==> src/rtl/aes_round_sequencer.sv <==
`default_nettype none
// ============================================================================
// aes_round_sequencer : collects key/data blocks from a word stream, drives an
// external AES round core through rounds 0..NUM_ROUNDS, and streams the result.
// Revision: 1.0
// ============================================================================
module aes_round_sequencer #(
  parameter int WORD_W     = 32,
  parameter int NUM_ROUNDS = 10
) (
  input  logic              clk,
  input  logic              n_rst,
  input  logic              in_valid,
  output logic              in_ready,
  input  logic              in_type,
  input  logic [WORD_W-1:0] in_word,
  input  logic              flush,
  output logic              round_start,
  output logic [3:0]        round_num,
  output logic              round_final,
  output logic [127:0]      round_state,
  input  logic [127:0]      round_result,
  input  logic              round_done,
  output logic              key_load,
  output logic [127:0]      key_out,
  output logic              key_loaded,
  output logic              out_valid,
  input  logic              out_ready,
  output logic [WORD_W-1:0] out_word,
  output logic              out_last,
  output logic              busy,
  output logic              drop_err
);

  localparam int              WPB    = 128 / WORD_W;
  localparam int              CW     = (WPB > 1) ? $clog2(WPB) : 1;
  localparam logic [CW-1:0]   LAST_W = CW'(WPB - 1);
  localparam logic [3:0]      LAST_R = 4'(NUM_ROUNDS);

  typedef enum logic [2:0] {
    COLLECT = 3'd0,
    KEYLOAD = 3'd1,
    ISSUE   = 3'd2,
    WAIT    = 3'd3,
    SEND    = 3'd4
  } state_e;

  state_e          st_q, st_d;
  logic [127:0]    buf_q, buf_d;
  logic [127:0]    blk_q, blk_d;
  logic [127:0]    key_q, key_d;
  logic            key_loaded_q, key_loaded_d;
  logic [3:0]      r_q, r_d;
  logic [CW-1:0]   wcnt_q, wcnt_d;
  logic            type_q, type_d;
  logic            cur_type;

  logic in_ready_q, busy_q, round_start_q, round_final_q;
  logic key_load_q, out_valid_q, out_last_q, drop_err_q, drop_err_d;

  // Block type comes from the first word only; later in_type values are don't-care.
  assign cur_type = (wcnt_q == '0) ? in_type : type_q;

  always_comb begin
    st_d         = st_q;
    buf_d        = buf_q;
    blk_d        = blk_q;
    key_d        = key_q;
    key_loaded_d = key_loaded_q;
    r_d          = r_q;
    wcnt_d       = wcnt_q;
    type_d       = type_q;
    drop_err_d   = 1'b0;
    if (flush) begin
      st_d   = COLLECT;
      wcnt_d = '0;
      r_d    = '0;
    end else begin
      case (st_q)
        COLLECT: begin
          if (in_valid && in_ready_q) begin
            buf_d  = {buf_q[127-WORD_W:0], in_word};
            type_d = cur_type;
            if (wcnt_q == LAST_W) begin
              wcnt_d = '0;
              if (cur_type) begin
                st_d         = KEYLOAD;
                key_d        = buf_d;
                key_loaded_d = 1'b1;
              end else if (key_loaded_q) begin
                st_d  = ISSUE;
                r_d   = '0;
                blk_d = buf_d;
              end else begin
                drop_err_d = 1'b1;
              end
            end else begin
              wcnt_d = wcnt_q + CW'(1);
            end
          end
        end
        KEYLOAD: st_d = COLLECT;
        ISSUE:   st_d = WAIT;
        WAIT: begin
          if (round_done) begin
            blk_d = round_result;
            if (r_q == LAST_R) begin
              st_d   = SEND;
              wcnt_d = '0;
            end else begin
              r_d  = r_q + 4'd1;
              st_d = ISSUE;
            end
          end
        end
        SEND: begin
          if (out_ready) begin
            blk_d = blk_q << WORD_W;
            if (wcnt_q == LAST_W) begin
              st_d   = COLLECT;
              wcnt_d = '0;
            end else begin
              wcnt_d = wcnt_q + CW'(1);
            end
          end
        end
        default: st_d = COLLECT;
      endcase
    end
  end

  always_ff @(posedge clk) begin
    if (!n_rst) begin
      st_q          <= COLLECT;
      buf_q         <= '0;
      blk_q         <= '0;
      key_q         <= '0;
      key_loaded_q  <= 1'b0;
      r_q           <= '0;
      wcnt_q        <= '0;
      type_q        <= 1'b0;
      in_ready_q    <= 1'b1;
      busy_q        <= 1'b0;
      round_start_q <= 1'b0;
      round_final_q <= 1'b0;
      key_load_q    <= 1'b0;
      out_valid_q   <= 1'b0;
      out_last_q    <= 1'b0;
      drop_err_q    <= 1'b0;
    end else begin
      st_q          <= st_d;
      buf_q         <= buf_d;
      blk_q         <= blk_d;
      key_q         <= key_d;
      key_loaded_q  <= key_loaded_d;
      r_q           <= r_d;
      wcnt_q        <= wcnt_d;
      type_q        <= type_d;
      in_ready_q    <= (st_d == COLLECT);
      busy_q        <= (st_d != COLLECT);
      round_start_q <= (st_d == ISSUE);
      round_final_q <= (st_d == ISSUE) && (r_d == LAST_R);
      key_load_q    <= (st_d == KEYLOAD);
      out_valid_q   <= (st_d == SEND);
      out_last_q    <= (st_d == SEND) && (wcnt_d == LAST_W);
      drop_err_q    <= drop_err_d;
    end
  end

  assign in_ready    = in_ready_q;
  assign busy        = busy_q;
  assign round_start = round_start_q;
  assign round_final = round_final_q;
  assign round_num   = r_q;
  assign round_state = blk_q;
  assign key_load    = key_load_q;
  assign key_out     = key_q;
  assign key_loaded  = key_loaded_q;
  assign out_valid   = out_valid_q;
  assign out_last    = out_last_q;
  assign out_word    = blk_q[127 -: WORD_W];
  assign drop_err    = drop_err_q;

endmodule
`default_nettype wire

==> config.mk <==
export PLATFORM = sky130hd
export DESIGN_NAME = aes_round_sequencer
export DESIGN_NICKNAME = d
export VERILOG_FILES = /design/src/rtl/aes_round_sequencer.sv
export SDC_FILE = /design/constraint.sdc
export NUM_CORES = 1
export LEC_CHECK = 0
export CAP_MARGIN = 20
export CELL_PAD_IN_SITES_DETAIL_PLACEMENT = 0
export CELL_PAD_IN_SITES_GLOBAL_PLACEMENT = 1
export CORE_MARGIN = 8
export CORE_UTILIZATION = 30
export CTS_CLUSTER_DIAMETER = 80
export CTS_CLUSTER_SIZE = 12
export DETAILED_ROUTE_END_ITERATION = 12
export GPL_ROUTABILITY_DRIVEN = 0
export HOLD_SLACK_MARGIN = 0.03
export PLACE_DENSITY_LB_ADDON = 0.1
export RECOVER_POWER = 25
export SLEW_MARGIN = 20
export SYNTH_ARGS = -nofsm -noshare
export SYNTH_HDL_FRONTEND = slang
export SYNTH_SLANG_ARGS = --single-unit
==> constraint.sdc <==
create_clock -name clk -period 2.85 [get_ports clk]
set_input_delay 0.7125 -clock clk [delete_from_list [all_inputs] [get_ports clk]]
set_output_delay 0.7125 -clock clk [all_outputs]
set_load 0.1 [all_outputs]
* Word level (Yosys, flattened, before mapping)
Index checks and enable logic that the tools add are counted.
Storage, ports and cells: output and inout bits 301, flip-flop bits (word level) 371, bits of input ports 167
Cells by class: reductions and logical operators 12, add/sub/neg operators 2, equality and inequality tests 16, muxes and demuxes 34, bitwise gates (word level) 5
Operator list (number):
- $mux W128 | 6
- $pmux W128 S3 | 1
- $mux W4 | 7
- $mux W3 | 9
- $mux W2 | 6
- $ne A2 B2 Y1 const B | 6
- $pmux W3 S4 | 1
- $eq A3 B2 Y1 const B | 3
- $eq A4 B4 Y1 const B | 2
- $pmux W4 S2 | 1
- $reduce_and A8 Y1 | 1
- $eq A3 B3 Y1 const B | 2
- $logic_not A3 Y1 | 2
- $pmux W2 S3 | 1
- $reduce_bool A3 Y1 | 2
- $reduce_or A6 Y1 | 1
- $not A1 Y1 | 5
- $reduce_and A5 Y1 | 1
- $add A4 B1 Y4 const B | 1
- $eq A2 B2 Y1 const B | 2
- $eq A3 B1 Y1 const B | 1
- $logic_and A1 B1 Y1 | 3
- $reduce_and A3 Y1 | 1
- $add A2 B1 Y2 const B | 1
- other kinds (2) | 3

* Logic depth before layout (Yosys ltp)
Gate-level depths: netlist of run 1.
depth after elaboration 9, depth in mapped cells 9, gate-level depth less buffers 7

* Worst setup path before layout of run 1
Ideal clock, no wire load.
kind reg-to-reg, from reg in_ready_q (netlist: in_ready), to reg blk_q[10] (netlist: round_state[10]), path slack 0.191 ns, required time 2.733 ns, buffers on the path 2, data arrival time 2.542 ns, clock period less this slack 2.659 ns, cell stages (with the launch flop) 8, cell sequence dfxtp_1 -> nand4bb_4 -> or4_4 -> a221oi_4 -> buf_4 -> buf_4 -> nand2_1 -> o211a_1
On the way: word-level cells in the longest chain between the ends 3
Ends and longest elaborated chain:
- start: declaration | line 58 | logic in_ready_q, busy_q, round_start_q, round_final_q;
- start signal: assignment | line 159 | in_ready_q <= (st_d == COLLECT);
- $logic_and A1 B1 Y1 | line 81 | if (in_valid && in_ready_q) begin
- $ne A2 B2 Y1 (no line)
- $reduce_and A8 Y1 (no line)
- end signal: assignment | line 153 | blk_q <= blk_d;
- end: declaration | line 50 | logic [127:0] blk_q, blk_d;
No other way between the ends. A chain may end at the register's enable or synchronous reset.

* Final worst setup path of run 1
from reg wcnt_q[1], to reg blk_q[42] (netlist: round_state[42])
On the way: word-level cells in the longest chain between the ends 4, elaborated cells on any way between the ends 6, those cells by class eq/ne: 3; mux: 1; reduce/logical: 2
Ends and longest elaborated chain:
- start: declaration | line 54 | logic [CW-1:0] wcnt_q, wcnt_d;
- start signal: assignment | line 157 | wcnt_q <= wcnt_d;
- $logic_not A2 Y1 | line 62 | assign cur_type = (wcnt_q == '0) ? in_type : type_q;
- $mux W1 | line 62
- $ne A2 B2 Y1 (no line)
- $reduce_and A8 Y1 (no line) *
Every way passes the cells marked *; elsewhere a longest branch is shown, timed or not.

==> key figures, run 1 <==
Yosys
  • Synth Register Bits: 371
  • Synth top area cells: dfxtp_1 (47%), nand2_1 (14%), a21boi_0 (9.6%), o211a_1 (8.2%), a22oi_1 (6.1%)
  • Area share of the largest cell type after synthesis: 47.45%
  • Avg Cell Area, Syn: 8.638 um2
  • Synthesis Warnings: 0
  • EDFF count, synth: 0
  • Syn Inst Count: 1812
  • Ys async rst share: 0%
  • Top post-synthesis cells by count: nand2_1 (588), dfxtp_1 (371), a21boi_0 (201), o211a_1 (129), a22oi_1 (128)
  • Unique cell type count in the Yosys netlist: 49
  • Synth area leader: dfxtp_1
  • Ys flop type: dfxtp_1
  • Post-synthesis net count: 1983
  • Post-Syn Area: 0.01565 mm2
  • Most frequent cell after synthesis: nand2_1
  • Seq/Total Area, Yosys: 47.45%

CTS
  • Clock sink count: 371
  • Root Buffer: clkbuf_16
  • Postcts setup bufs: 0
  • Hold buffers post-CTS: 0
  • Clk slew on worst S/H paths: 0.06 ns
  • CTS Buf Count: 37
  • Post-cts sizing count: 0
  • Worst-Skew Late Latency: 0.55 ns
  • CTS tree: done
  • H-tree levels: 2
  • Clk buf depth: 3

Worst setup path
  • Critical path launch point type: flop
  • CP arrival: 3.05 ns
  • Crit Path Class: reg2reg
  • Worst R2R Setup Slack: 0.23 ns
  • R2R Path Start: wcnt_q[1]$_SDFF_PN0_
  • FF-to-FF path depth: 9
  • CP Max Fanout: 41
  • Worst EP required: 3.28 ns
  • Crit end category: flop
  • Reg2reg end: round_state[42]$_SDFFE_PN0P_
  • Setup crit start: wcnt_q[1]$_SDFF_PN0_

Placement
  • IO Port Bufs: 467
  • Dpl cells: 2827
  • Post-DP HPWL: 47.01 mm
  • Area post-placement: 0.02018 mm2
  • Setup WS pre-CTS: -0.1904 ns

Timing
  • WHS: 0.4545 ns
  • Setup Total Neg Slack: 0 ns
  • Final count of hold timing violations: 0
  • Worst setup margin: 0.2287 ns
  • # setup viols final: 0
  • Clk_skew: 0.01424 ns
  • Worst-Margin Slew: 1.244 ns
  • Max transition margin: 17.42%
  • Tmin final: 2.621 ns
  • RSZ-0062 raised after global routing: false
  • Final Cycle Share: 91.98%
  • FMAX: 381.5 MHz
  • Pins Over Slew Limit: 0

Min path
  • Hold endpoint: key_out[121]$_SDFFE_PN0P_
  • Hold WC Path Type: reg2reg
  • Hold path cells: 2
  • Hold_sp: key_out[121]$_SDFFE_PN0P_

Floorplanning
  • I/O pins: 468
  • Row count: 83
  • Die Ht: 244.4 um
  • Core area: 0.05141 mm2
  • Die width: 244.4 um
  • Initial Util: 30.45%
  • Full die area: 0.05974 mm2

Detailed routing
  • Final ANT Viol Nets: 0
  • DRC: 0
  • Iter 0 DRT Violations: 809
  • Drt pass-1 iters: 5
  • DR vias: 14200
  • Via density: 4.944
  • WL per Instance: 22.53 um
  • Detailed Route WL: 64.68 mm

Cells and area
  • Share of cells above drive strength 1: 14.16%
  • Nets: 2357
  • Post-layout instance area: 0.02060 mm2
  • Fillers: 5387
  • Layout area overhead: 31.61%
  • Non-Filler Instances: 2871

Power and ir drop
  • Leakage power: 8.827 nW
  • PwrDens: 497.2 mW/mm2
  • VDD IR max: 0.3135 mV

GRT
  • First-pass GRT wire length: 95.19 mm
  • Largest net degree at the start of global routing: 175
  • Grt total ovfl: 0
  • Initial antenna violation count: 3
  • Tot GR Track Use: 20.57%
  • Vias in the first global route: 14000

Status
  • Outcome: finished, final reports clean

Job
  • Max-cap violations: 0
[where the power goes]
group | total, mW | switching [mW] | internal, mW
logic | 0.567 | 0.260 | 0.307
registers | 5.26 | 0.0435 | 5.22
clock network | 4.42 | 2.05 | 2.37
total | 10.2 | 2.35 | 7.89
[sequential cells by signal, indices dropped and copies added (netlist names), 2 cells and up]
register and flops:
round_num 4, key_out 128, round_state 128, st_q 3, wcnt_q 2, buf_q 96
[cells by family after synthesis]
kind of cell	Yosys count	share of synthesized area [%]
flops	371	47.45
fa+ha+maj	4	0.3198
mux	4	0.2718
buf+inv	202	6.595
simple gates	727	19.05
compound gates	504	26.32
[metrics by stage]
stage          util (%)  power (mW)
2_1_floorplan         -       5.567
3_3_place_gp      39.26       5.951
3_5_place_dp      39.26       5.952
4_1_cts           41.15       10.41
5_1_grt           40.08       10.64
6_report          40.08       10.24
[cell usage in the layout (no fill, tap or decap), types with 24 or more instances in the layout]
cell,count
a22oi_1,128
nand2_1,588
nand3_1,98
dfxtp_1,371
clkbuf_1,105
a21boi_0,201
clkbuf_2,61
o211a_1,129
a21boi_1,24
buf_4,176
clkdlybuf4s50_1,165
clkbuf_16,37
[routing by layer]
| metal | global-route usage [%] | vias up | wire [um] | share of wire [%] |
|---|---|---|---|---|
| met5 | 0 | - | 0 | 0 |
| met4 | 4.066 | 0 | 1056 | 1.6 |
| met3 | 5.614 | 65 | 4168 | 6.4 |
| met2 | 30.95 | 386 | 28160 | 44 |
| met1 | 29.23 | 6777 | 31300 | 48 |
| li1 | - | 6967 | - | - |
[worst max-delay path: stages, from the launching register on]
cell and delay, ns:
dfxtp_1 0.34, inv_1 0.08, ha_1 0.22, mux2_2 0.38, or4_4 0.44, a221oi_4 0.28
buf_12 0.25, buf_12 0.23, nand3_1 0.11, o211a_1 0.15
[worst max-delay path by stage]
stage / to / slack (ns)
CTS: round_state[42]$_SDFFE_PN0P_ / 0.22
detailed placement: round_state[42]$_SDFFE_PN0P_ / -0.19
floorplan: round_state[10]$_SDFFE_PN0P_ / 0.19
global placement: round_state[72]$_SDFFE_PN0P_ / -0.17
global route: round_state[42]$_SDFFE_PN0P_ / 0.09
finish: round_state[42]$_SDFFE_PN0P_ / 0.23
[cell type report]
| class | count | area, um2 | area share (%) |
|---|---|---|---|
| antenna | 2 | 5.005 | 0.02429 |
| clock inverter | 1 | 8.758 | 0.04251 |
| clock buffer | 41 | 960.9 | 4.664 |
| tap | 680 | 850.8 | 4.130 |
| timing repair buffer | 528 | 4088 | 19.84 |
| multi-input combinational | 1239 | 7227 | 35.08 |
| sequential | 371 | 7427 | 36.05 |
| inverter | 9 | 33.78 | 0.1640 |
Power figures use the tool's default switching activity.
==> inputs of run 2 (changes only) <==
==> constraint.sdc (replaced) <==
create_clock -name clk -period 2.85 [get_ports clk]
set_input_delay 0.7125 -clock clk [delete_from_list [all_inputs] [get_ports clk]]
set_output_delay 0.7125 -clock clk [all_outputs]
set_load 0.01 [all_outputs]
==> run 2 against run 1 <==
Highest routed layer unchanged; critical path depth is the same; power increased by 0.24%; clock-buffer cell count unchanged; hold slack got worse by 0.0046 ns; critical endpoint is now round_state[39]$_SDFFE_PN0P_; largest power group unchanged; critical path type unchanged; wire length fell by 0.41%; clock power grew 0.9%.
==> key figures, run 2 (synthesis gave the netlist of run 1 again) <==
Status
  • Outcome: finished, final reports clean

Floorplanning
  • I/O pins: 468
  • Initial Util: 30.45%
  • Die Ht: 244.4 um
  • Core area: 0.05141 mm2
  • Full die area: 0.05974 mm2
  • Row count: 83
  • Die width: 244.4 um

CTS
  • CTS tree: done
  • Clk slew on worst S/H paths: 0.06 ns
  • Postcts setup bufs: 0
  • Post-cts sizing count: 0
  • Hold buffers post-CTS: 0
  • Clock sink count: 371
  • Clk buf depth: 3
  • Worst-Skew Late Latency: 0.56 ns
  • Root Buffer: clkbuf_16
  • CTS Buf Count: 37
  • H-tree levels: 2

Placement
  • IO Port Bufs: 467
  • Dpl cells: 2828
  • Setup WS pre-CTS: -0.2378 ns
  • Post-DP HPWL: 46.30 mm

Worst setup path
  • Worst EP required: 3.29 ns
  • CP Max Fanout: 30
  • Crit Path Class: reg2reg
  • Critical path launch point type: flop
  • Setup crit start: wcnt_q[1]$_SDFF_PN0_
  • CP arrival: 3.09 ns
  • FF-to-FF path depth: 9
  • Crit end category: flop
  • R2R Path Start: wcnt_q[1]$_SDFF_PN0_

Job
  • Max-cap violations: 0

Timing
  • Setup Total Neg Slack: 0 ns
  • WHS: 0.4499 ns
  • FMAX: 378.2 MHz
  • Worst setup margin: 0.2060 ns
  • Final Cycle Share: 92.77%
  • Worst-Margin Slew: 0.9477 ns
  • RSZ-0062 raised after global routing: false
  • Tmin final: 2.644 ns
  • Final count of hold timing violations: 0
  • Max transition margin: 36.82%
  • Clk_skew: 0.02427 ns
  • # setup viols final: 0
  • Pins Over Slew Limit: 0

Detailed routing
  • Via density: 5.009
  • DR vias: 14410
  • WL per Instance: 22.40 um
  • Detailed Route WL: 64.41 mm
  • Final ANT Viol Nets: 0
  • DRC: 0
  • Drt pass-1 iters: 5
  • Iter 0 DRT Violations: 913

Cells and area
  • Share of cells above drive strength 1: 5.109%
  • Most common cell after layout, fill and taps aside: nand2_1
  • Nets: 2358
  • Non-Filler Instances: 2876
  • Layout area overhead: 39.90%
  • Commonest cells after routing, fill and taps aside: nand2_1 (588), clkdlybuf4s50_1 (410), dfxtp_1 (371)

GRT
  • Initial antenna violation count: 5
  • First-pass GRT wire length: 95.82 mm
  • Grt total ovfl: 0
  • Tot GR Track Use: 20.65%
  • Largest net degree at the start of global routing: 186
  • Vias in the first global route: 14440

Power and ir drop
  • VDD IR max: 0.3385 mV
  • Leakage power: 8.898 nW
  • PwrDens: 468.9 mW/mm2

Min path
  • Hold WC Path Type: reg2reg
  • Hold path cells: 2
  • Hold_sp: key_out[107]$_SDFFE_PN0P_
## run 2: changes by cell type in the layout (fill, tap and decap cells not counted), sizes merged
cell,before,now
inv,10,12
buf,199,56
dlygate4sd3,0,56
diode,2,4
clkbuf,205,48
clkdlybuf4s50,165,410
## run 2: layout make-up
cell class / instances / area (um2)
clock inverter: 3 / 26.28
antenna: 4 / 10.01
sequential: 371 / 7427
fill: 5234 / 29510
tap: 680 / 850.8
inverter: 9 / 33.78
timing repair buffer: 529 / 5366
multi-input combinational: 1239 / 7222
clock buffer: 41 / 960.9
## run 2: final timing paths
path	end	slack (ns)
max	round_state[39]$_SDFFE_PN0P_	0.21
min	key_out[107]$_SDFFE_PN0P_	0.45
max reg2reg	round_state[39]$_SDFFE_PN0P_	0.21
min reg2reg	key_out[107]$_SDFFE_PN0P_	0.45
## run 2: worst max-delay path, stage by stage, from the launching register on
cell	delay [ns]
dfxtp_1	0.34
inv_1	0.08
ha_1	0.22
mux2_2	0.38
or4_4	0.44
a221oi_4	0.35
buf_4	0.28
buf_12	0.20
nand3_1	0.09
o211a_1	0.14
## run 2: stage by stage
step           cell area, um2  power [mW]  utilization, %
2_1_floorplan           15650       5.564               -
3_3_place_gp            20970       5.936           40.79
3_5_place_dp            20970       5.938           40.79
4_1_cts                 21960       10.45           42.71
5_1_grt                 21900       10.65           42.60
6_report                21900       10.27           42.60
## run 2: layer usage
layer	track usage, %	vias up	part of all wire [%]
met3	5.221	61	6.9
li1	-	6981	-
met2	31.10	418	44
met4	5.591	0	1.8
met5	0	-	0
met1	29.00	6947	47
## run 2: report_power, final
part,switching (mW),internal (mW)
Clock,2.08,2.38
Combinational,0.247,0.301
Sequential,0.0451,5.22
